--- config.mk ---
export PLATFORM = sky130hd
export DESIGN_NAME = mac_seq_ctrl
export DESIGN_NICKNAME = d
export VERILOG_FILES = /design/src/rtl/mac_seq_ctrl.sv
export SDC_FILE = /design/constraint.sdc
export NUM_CORES = 1
export LEC_CHECK = 0
export ABC_AREA = 0
export CORE_ASPECT_RATIO = 1.25
export CORE_MARGIN = 2
export CORE_UTILIZATION = 51
export DETAILED_ROUTE_END_ITERATION = 7
export PLACE_DENSITY = 0.84
export REMOVE_ABC_BUFFERS = 1
export SYNTH_ARGS = -nofsm -noshare
export SYNTH_HDL_FRONTEND = slang
export SYNTH_SLANG_ARGS = --single-unit
export TNS_END_PERCENT = 10
--- constraint.sdc ---
create_clock -name clk -period 2.6 [get_ports clk]
set_input_delay 0.52 -clock clk [delete_from_list [all_inputs] [get_ports clk]]
set_output_delay 0.52 -clock clk [all_outputs]
set_load 0.01 [all_outputs]
--- src/rtl/mac_seq_ctrl.sv ---
// Two-pass sequencer for an external multiply-accumulate unit: evaluates (a*x+b)*x+c
// or a*x+b*c, captures the MAC result and holds it under a valid/ready handshake.
module mac_seq_ctrl #(
  parameter int unsigned MAC_LATENCY = 1
) (
  input  logic        clk,
  input  logic        reset,
  input  logic        start,
  output logic        ready,
  input  logic        op,
  input  logic [7:0]  num_a,
  input  logic [7:0]  num_x,
  input  logic [7:0]  num_b,
  input  logic [7:0]  num_c,
  output logic [7:0]  in_1,
  output logic [7:0]  in_2,
  output logic [7:0]  in_add,
  output logic        mode,
  output logic        mul_input_mux,
  output logic        adder_input_mux,
  input  logic [16:0] mac_output,
  output logic [16:0] result,
  output logic        res_valid,
  input  logic        res_ready
);

  typedef enum logic [2:0] {
    ST_IDLE  = 3'd0,
    ST_PASS1 = 3'd1,
    ST_PASS2 = 3'd2,
    ST_WAIT  = 3'd3,
    ST_DONE  = 3'd4
  } state_t;

  typedef struct packed {
    logic [7:0] in_1;
    logic [7:0] in_2;
    logic [7:0] in_add;
    logic       mode;
    logic       mul_mux;
    logic       add_mux;
  } drive_t;

  localparam logic [1:0] CNT_LAST = 2'(MAC_LATENCY - 1);

  state_t     state_q;
  logic [1:0] cnt_q;
  logic [1:0] cnt_d;
  logic       cnt_last;
  logic       op_q;
  logic [7:0] a_q;
  logic [7:0] x_q;
  logic [7:0] b_q;
  logic [7:0] c_q;
  drive_t     drive_q;
  logic [16:0] result_q;
  logic        res_valid_q;
  logic        ready_q;

  // First pass: trinomial computes a*x+b, sum-of-products computes a*x.
  function automatic drive_t pass1_drive(input logic f_op, input logic [7:0] f_a,
                                         input logic [7:0] f_x, input logic [7:0] f_b);
    drive_t d;
    d.in_1    = f_a;
    d.in_2    = f_x;
    d.in_add  = f_op ? f_b : 8'd0;
    d.mode    = f_op;
    d.mul_mux = 1'b0;
    d.add_mux = 1'b0;
    return d;
  endfunction

  // Second pass reuses the first-pass result: as multiplicand (trinomial) or addend.
  function automatic drive_t pass2_drive(input logic f_op, input logic [7:0] f_a,
                                         input logic [7:0] f_x, input logic [7:0] f_b,
                                         input logic [7:0] f_c);
    drive_t d;
    d.in_1    = f_op ? f_a : f_b;
    d.in_2    = f_op ? f_x : f_c;
    d.in_add  = f_op ? f_c : 8'd0;
    d.mode    = f_op;
    d.mul_mux = f_op;
    d.add_mux = ~f_op;
    return d;
  endfunction

  assign cnt_last = (cnt_q == CNT_LAST);
  assign cnt_d    = cnt_q + 2'd1;

  always_ff @(posedge clk) begin
    if (reset) begin
      state_q     <= ST_IDLE;
      cnt_q       <= 2'd0;
      op_q        <= 1'b0;
      a_q         <= 8'd0;
      x_q         <= 8'd0;
      b_q         <= 8'd0;
      c_q         <= 8'd0;
      drive_q     <= '0;
      result_q    <= 17'd0;
      res_valid_q <= 1'b0;
      ready_q     <= 1'b1;
    end else begin
      case (state_q)
        ST_IDLE: begin
          if (start && ready_q) begin
            op_q    <= op;
            a_q     <= num_a;
            x_q     <= num_x;
            b_q     <= num_b;
            c_q     <= num_c;
            drive_q <= pass1_drive(op, num_a, num_x, num_b);
            cnt_q   <= 2'd0;
            ready_q <= 1'b0;
            state_q <= ST_PASS1;
          end
        end
        ST_PASS1: begin
          if (cnt_last) begin
            drive_q <= pass2_drive(op_q, a_q, x_q, b_q, c_q);
            cnt_q   <= 2'd0;
            state_q <= ST_PASS2;
          end else begin
            cnt_q <= cnt_d;
          end
        end
        ST_PASS2: begin
          if (cnt_last) begin
            cnt_q   <= 2'd0;
            state_q <= ST_WAIT;
          end else begin
            cnt_q <= cnt_d;
          end
        end
        ST_WAIT: begin
          // Drive stays at PASS2 values until the MAC pipeline has flushed.
          if (cnt_last) begin
            result_q    <= mac_output;
            res_valid_q <= 1'b1;
            drive_q     <= '0;
            cnt_q       <= 2'd0;
            state_q     <= ST_DONE;
          end else begin
            cnt_q <= cnt_d;
          end
        end
        ST_DONE: begin
          if (res_valid_q && res_ready) begin
            res_valid_q <= 1'b0;
            ready_q     <= 1'b1;
            cnt_q       <= 2'd0;
            state_q     <= ST_IDLE;
          end
        end
        default: begin
          drive_q     <= '0;
          res_valid_q <= 1'b0;
          ready_q     <= 1'b1;
          cnt_q       <= 2'd0;
          state_q     <= ST_IDLE;
        end
      endcase
    end
  end

  assign ready           = ready_q;
  assign in_1            = drive_q.in_1;
  assign in_2            = drive_q.in_2;
  assign in_add          = drive_q.in_add;
  assign mode            = drive_q.mode;
  assign mul_input_mux   = drive_q.mul_mux;
  assign adder_input_mux = drive_q.add_mux;
  assign result          = result_q;
  assign res_valid       = res_valid_q;

endmodule

==> results of run 1 <==
## registers in the layout, summed over array words and instances (netlist names), 3 cells and up
signal   count
in_2         8
a_q          8
result      17
in_1         8
b_q          8
state_q      3
in_add       8
x_q          8
c_q          8
## final cells by class
type                       instances  area [µm²]
inverter                           4        15.0
clock buffer                       9         124
sequential                        84        1680
tap                               90         113
fill                             534        1970
clock inverter                     7         139
timing repair buffer             109        1090
multi-input combinational        321        1720
## worst reg2reg max path, delay by kind of cell, from the launching register on
kind                   cells  cell delay (ps)
AND/OR/NAND/NOR            2              320
multiplexers               1              260
AO/OA/AOI/OAI              1              410
flip-flops                 1              730
buffers and inverters      1              300
## power breakdown
group | internal [mW] | switching (mW) | leakage (nW)
Clock | 0.733 | 0.475 | 0.133
Sequential | 1.57 | 0.241 | 0.684
Combinational | 0.810 | 0.903 | 0.940
Total | 3.12 | 1.62 | 1.76
## layer usage
metal / GRT usage / wire (µm)
met3: 0.0409 / 560
met2: 0.435 / 4760
met4: 0.0931 / 174
met5: 0 / 0
met1: 0.307 / 3990
## through the flow
stage,power [mW],setup WS (ps),instances,cell area (µm²)
detailed placement,3.54,328,608,4620
finish,4.74,466,624,4880
CTS,4.74,500,624,4880
global route,4.99,321,624,4880
floorplan,2.71,-19.7,409,3410
global placement,3.47,406,608,4620
## how the worst min path moves through the flow
stage | endpoint | slack [ps] | start | cells after the start
6_report | result[13] | 450 | result[13] | 2
5_1_grt | a_q[0] | 480 | a_q[0] | 2
4_1_cts | result[8] | 460 | result[8] | 2
3_5_place_dp | result[8] | 450 | result[8] | 2
3_3_place_gp | result[15] | 440 | result[15] | 2
2_1_floorplan | a_q[1] | 430 | a_q[1] | 2
## layout by cell type (no fill, tap or decap), types with 3 or more instances in the layout
cell type          n
nand2_1          106
clkdlybuf4s50_1   98
dfxtp_1           84
a21oi_1           74
o21ai_0           19
nor2_1            19
nand3b_1          18
nor2b_1           11
nand3_1           10
a22oi_1            9
nand2b_1           9
clkbuf_8           9
a2bb2oi_1          8
buf_4              8
a22o_1             5
mux2i_1            5
inv_1              4
bufinv_16          4
a31oi_1            3
## kinds of logic after synthesis
group,synth area share
AO/OA/AOI/OAI,0.214
XOR/XNOR,0.00246
adder cells (fa/ha/maj),0.00701
buffers and inverters,0.0477
flip-flops,0.471
multiplexers,0.0140
AND/OR/NAND/NOR,0.243
==> results_dict.tcl, run 1 <==
set metrics [dict create \
    status "completed" \
    gp_congestion 0.854 \
    cellPowerDensity_mw_per_mm2 970 \
    fin_tns_setup_ps 0 \
    globalRouteTotalUtil 0.251 \
    yosys.area.top_type_share 0.471 \
    drtAntennaViolNets 0 \
    synth.most_common_cell "nand2_1" \
    drt_iter0_drc 218 \
    count_of_endpoints_failing_setup_in_the_final_report 0 \
    endpoint_kind "register" \
    detailedRoute.firstPassIterationCount 4 \
    layout_worst_path_cycle_share 0.821 \
    worst-r2r-setup-slack_ps 470 \
    worstMarginPinSlew_ps 726 \
    max_stage_delay_ps 730 \
    insertion_delay_ps 360 \
    timing.final.hold_violations 0 \
    cts-root-buf "clkbuf_8" \
    timing.critical_path.from "state_q[2]" \
    synthDominantAreaCellType "dfxtp_1" \
    synthTopCellsByCount "nand2_1 (106), dfxtp_1 (84), a21oi_1 (74)" \
    number_of_global_route_vias_before_repair 3232 \
    crit_cells 5 \
    crit_chain "or3_4, o211a_1, buf_4, mux2i_1, nor2_1" \
    drive_gt1_frac 0.0674 \
    critPathArrivalTime_ps 2380 \
    place_hpwl_um 6410 \
    critical_path.slowest_cell "dfxtp_1" \
    worst_r2r_endpoint "adder_input_mux" \
    timing.rr.start "state_q[2]" \
    yosysWarningCount 0 \
    top_level_ports 100 \
    clk_pin_slew_ps 90 \
    largest_net_degree_at_the_start_of_global_routing 85 \
    numPortBuffers 99 \
    die-area_mm2 0.00768 \
    post-route-drc-count 0 \
    bufs_on_longest_clock_path 2 \
    synthFlopType "dfxtp_1" \
    max_freq_ghz 0.469 \
    cts_setup_buffers 0 \
    grt-ovfl-total 0 \
    cts_tree "built" \
    skew_ps 6.47 \
    cts_resized 0 \
    final.min_clock_period_ps 2130 \
    rsz0062_at_grt "false" \
    hp-class "register to register" \
    rows 34 \
    cts_made_buffers 9 \
    setup.worst_path.end "adder_input_mux" \
    share_of_synthesized_registers_carrying_an_async_set_or_reset 0 \
    ff_to_ff_path_depth 5 \
    crit_family "flip-flops" \
    cts_hold_buffers 0 \
    finalHoldWorstSlack_ps 455 \
    p_leak_nw 1.76 \
    num_vias 3424 \
    coreArea_mm2 0.00685 \
    syn-cell-area_mm2 0.00357 \
    syn_inst 444 \
    grt_antenna_before_repair 0 \
    flow.area_growth_from_synthesis_pct 36.9 \
    start_util 0.521 \
    timing.slew.headroom 0.515 \
    worst-path-buf-inv 1 \
    die-height_um 97.5 \
    post_synth_num_cell_types 39 \
    antennaDiodeCount 0 \
    synth.top_cells.by_area "dfxtp_1 (47%), nand2_1 (11%), a21oi_1 (10%), nand3b_1 (3.8%), o21ai_0 (2.7%)" \
    yosysSeqAreaShare 0.471 \
    critPathKind "register to register" \
    required_ps 2850 \
    final_util 0.713 \
    clkSinkCount 84 \
    synth-seq-cells 84 \
    first_pass_grt_wire_length_um 15200 \
    path_max_fanout 19 \
    cts.htree.levels 3 \
    num-nets-final 585 \
    vdd_drop_max_mv 0.575 \
    avgViaCountPerCell 5.49 \
    die_w_um 78.8 \
    detail_route.wirelength_um 9490 \
    cap_violations 0 \
    timing.final.max_slew_violations 0 \
    synth.avg_cell_area_um2 8.03 \
    routedWlPerCell_um 15.2 \
    synth_edf_count 0 \
    cp-start-kind "register" \
]
Note: power is estimated with default switching activity, not from simulation.
==> run 2: changes to the inputs <==
--- a/config.mk
+++ b/config.mk
@@ -8,9 +8,9 @@
 export ABC_AREA = 0
 export CORE_ASPECT_RATIO = 1.25
 export CORE_MARGIN = 2
-export CORE_UTILIZATION = 51
+export CORE_UTILIZATION = 43
 export DETAILED_ROUTE_END_ITERATION = 7
-export PLACE_DENSITY = 0.84
+export PLACE_DENSITY = 0.76
 export REMOVE_ABC_BUFFERS = 1
 export SYNTH_ARGS = -nofsm -noshare
 export SYNTH_HDL_FRONTEND = slang
==> constraint.sdc (replaced) <==
create_clock -name clk -period 1.8 [get_ports clk]
set_input_delay 0.36 -clock clk [delete_from_list [all_inputs] [get_ports clk]]
set_output_delay 0.36 -clock clk [all_outputs]
set_load 0.01 [all_outputs]
==> results_dict.tcl, run 2 (synthesis results as in run 1) <==
set metrics [dict create \
    status "completed" \
    cts_tree "built" \
    numPortBuffers 99 \
    place_hpwl_um 6550 \
    num_vias 3481 \
    cts_resized 0 \
    cap_violations 0 \
    dr.max_layer_used "met4" \
    detailedRoute.firstPassIterationCount 4 \
    ff_latch_area_mm2 0.00168 \
    wl_met2_um 4840 \
    num-nets-final 602 \
    timing.final.hold_violations 0 \
    largest_register_ffs 17 \
    die-height_um 106 \
    routedWlPerCell_um 14.7 \
    cellPowerDensity_mw_per_mm2 1360 \
    drtAntennaViolNets 0 \
    avgViaCountPerCell 5.37 \
    grt-ovfl-total 0 \
    layout_worst_path_cycle_share 0.962 \
    max_stage_delay_ps 580 \
    cts.htree.levels 3 \
    p_total_mw 6.82 \
    post-route-drc-count 0 \
    worstMarginPinSlew_ps 806 \
    met1Wirelength_um 4050 \
    rows 37 \
    required_ps 1440 \
    globalRouteTotalUtil 0.213 \
    die_w_um 85.5 \
    largest_net_degree_at_the_start_of_global_routing 49 \
    drive_gt1_frac 0.102 \
    grt_antenna_before_repair 0 \
    layout.cells.most_common "nand2_1" \
    final.min_clock_period_ps 1730 \
    critical_path.slowest_cell "clkdlybuf4s50_1" \
    critPathKind "register to output pin" \
    layout_common_cells "nand2_1 (106), clkdlybuf4s50_1 (98), dfxtp_1 (83)" \
    endpoint_kind "output pin" \
    crit_family "buffers and inverters" \
    drt_iter0_drc 206 \
    rsz0062_at_grt "true" \
    antennaDiodeCount 0 \
    timing.slew.headroom 0.461 \
    p_leak_nw 1.82 \
    number_of_global_route_vias_before_repair 3283 \
    fill_cells 725 \
    final_util 0.614 \
    clk_pin_slew_ps 80 \
    path_max_fanout 6 \
    crit_chain "clkdlybuf4s50_1" \
    cts_hold_buffers 0 \
    start_util 0.438 \
    cts_made_buffers 9 \
    met3RoutedLength_um 486 \
    die-area_mm2 0.00904 \
    top_level_ports 100 \
    multi_input_gate_area_mm2 0.00174 \
    coreArea_mm2 0.00815 \
    max_freq_ghz 0.578 \
    flow.area_growth_from_synthesis_pct 40.3 \
    detail_route.wirelength_um 9540 \
    timing.final.max_slew_violations 0 \
    cts-root-buf "clkbuf_8" \
    worst-r2r-setup-slack_ps 100 \
    skew_ps 12.1 \
    critPathArrivalTime_ps 1370 \
    clkSinkCount 84 \
    cp-start-kind "register" \
    insertion_delay_ps 360 \
    vdd_drop_max_mv 0.749 \
    hp-class "register to register" \
    bufs_on_longest_clock_path 2 \
    cts_setup_buffers 0 \
    worst-path-buf-inv 1 \
    gp_congestion 0.790 \
    count_of_endpoints_failing_setup_in_the_final_report 0 \
    first_pass_grt_wire_length_um 15500 \
]
run 2: worst paths after layout:
path              start        end  depth (start not counted)
max reg2reg  state_q[2]    in_2[3]                          6
min reg2reg   in_add[7]  in_add[7]                          2
max               ready      ready                          1
min           in_add[7]  in_add[7]                          2
run 2: layer usage:
layer / vias to the layer above / GRT usage
met5: - / 0
met4: 0 / 0.0782
met3: 12 / 0.0352
met2: 106 / 0.366
met1: 1648 / 0.267
li1: 1715 / -
run 2: power breakdown:
group          internal [mW]  switching [mW]  total [mW]
combinational           1.35            1.39        2.75
clock                  0.788           0.711        1.50
sequential              2.27           0.294        2.57
total                   4.42            2.40        6.82
run 2: cell type report:
cell class / count / area share
well taps: 97 / 0.0242
clock inverters: 7 / 0.0198
flip-flops and latches: 84 / 0.336
clock buffers: 9 / 0.0248
multi-input cells: 321 / 0.347
repair buffers: 126 / 0.245
inverters: 4 / 0.00300
run 2: stage by stage:
step                std cells  worst slack [ps]  TNS [ps]  instance area, µm²  hold WS, ps
finish                    648              68.5         0                5000          456
global route              648             -1.14     -1.14                5000          476
CTS                       648              55.6         0                4990          459
detailed placement        632              -191     -2020                4770          447
global placement          632              -146     -1220                4770          441
floorplan                 409              -820    -36600                3410          422
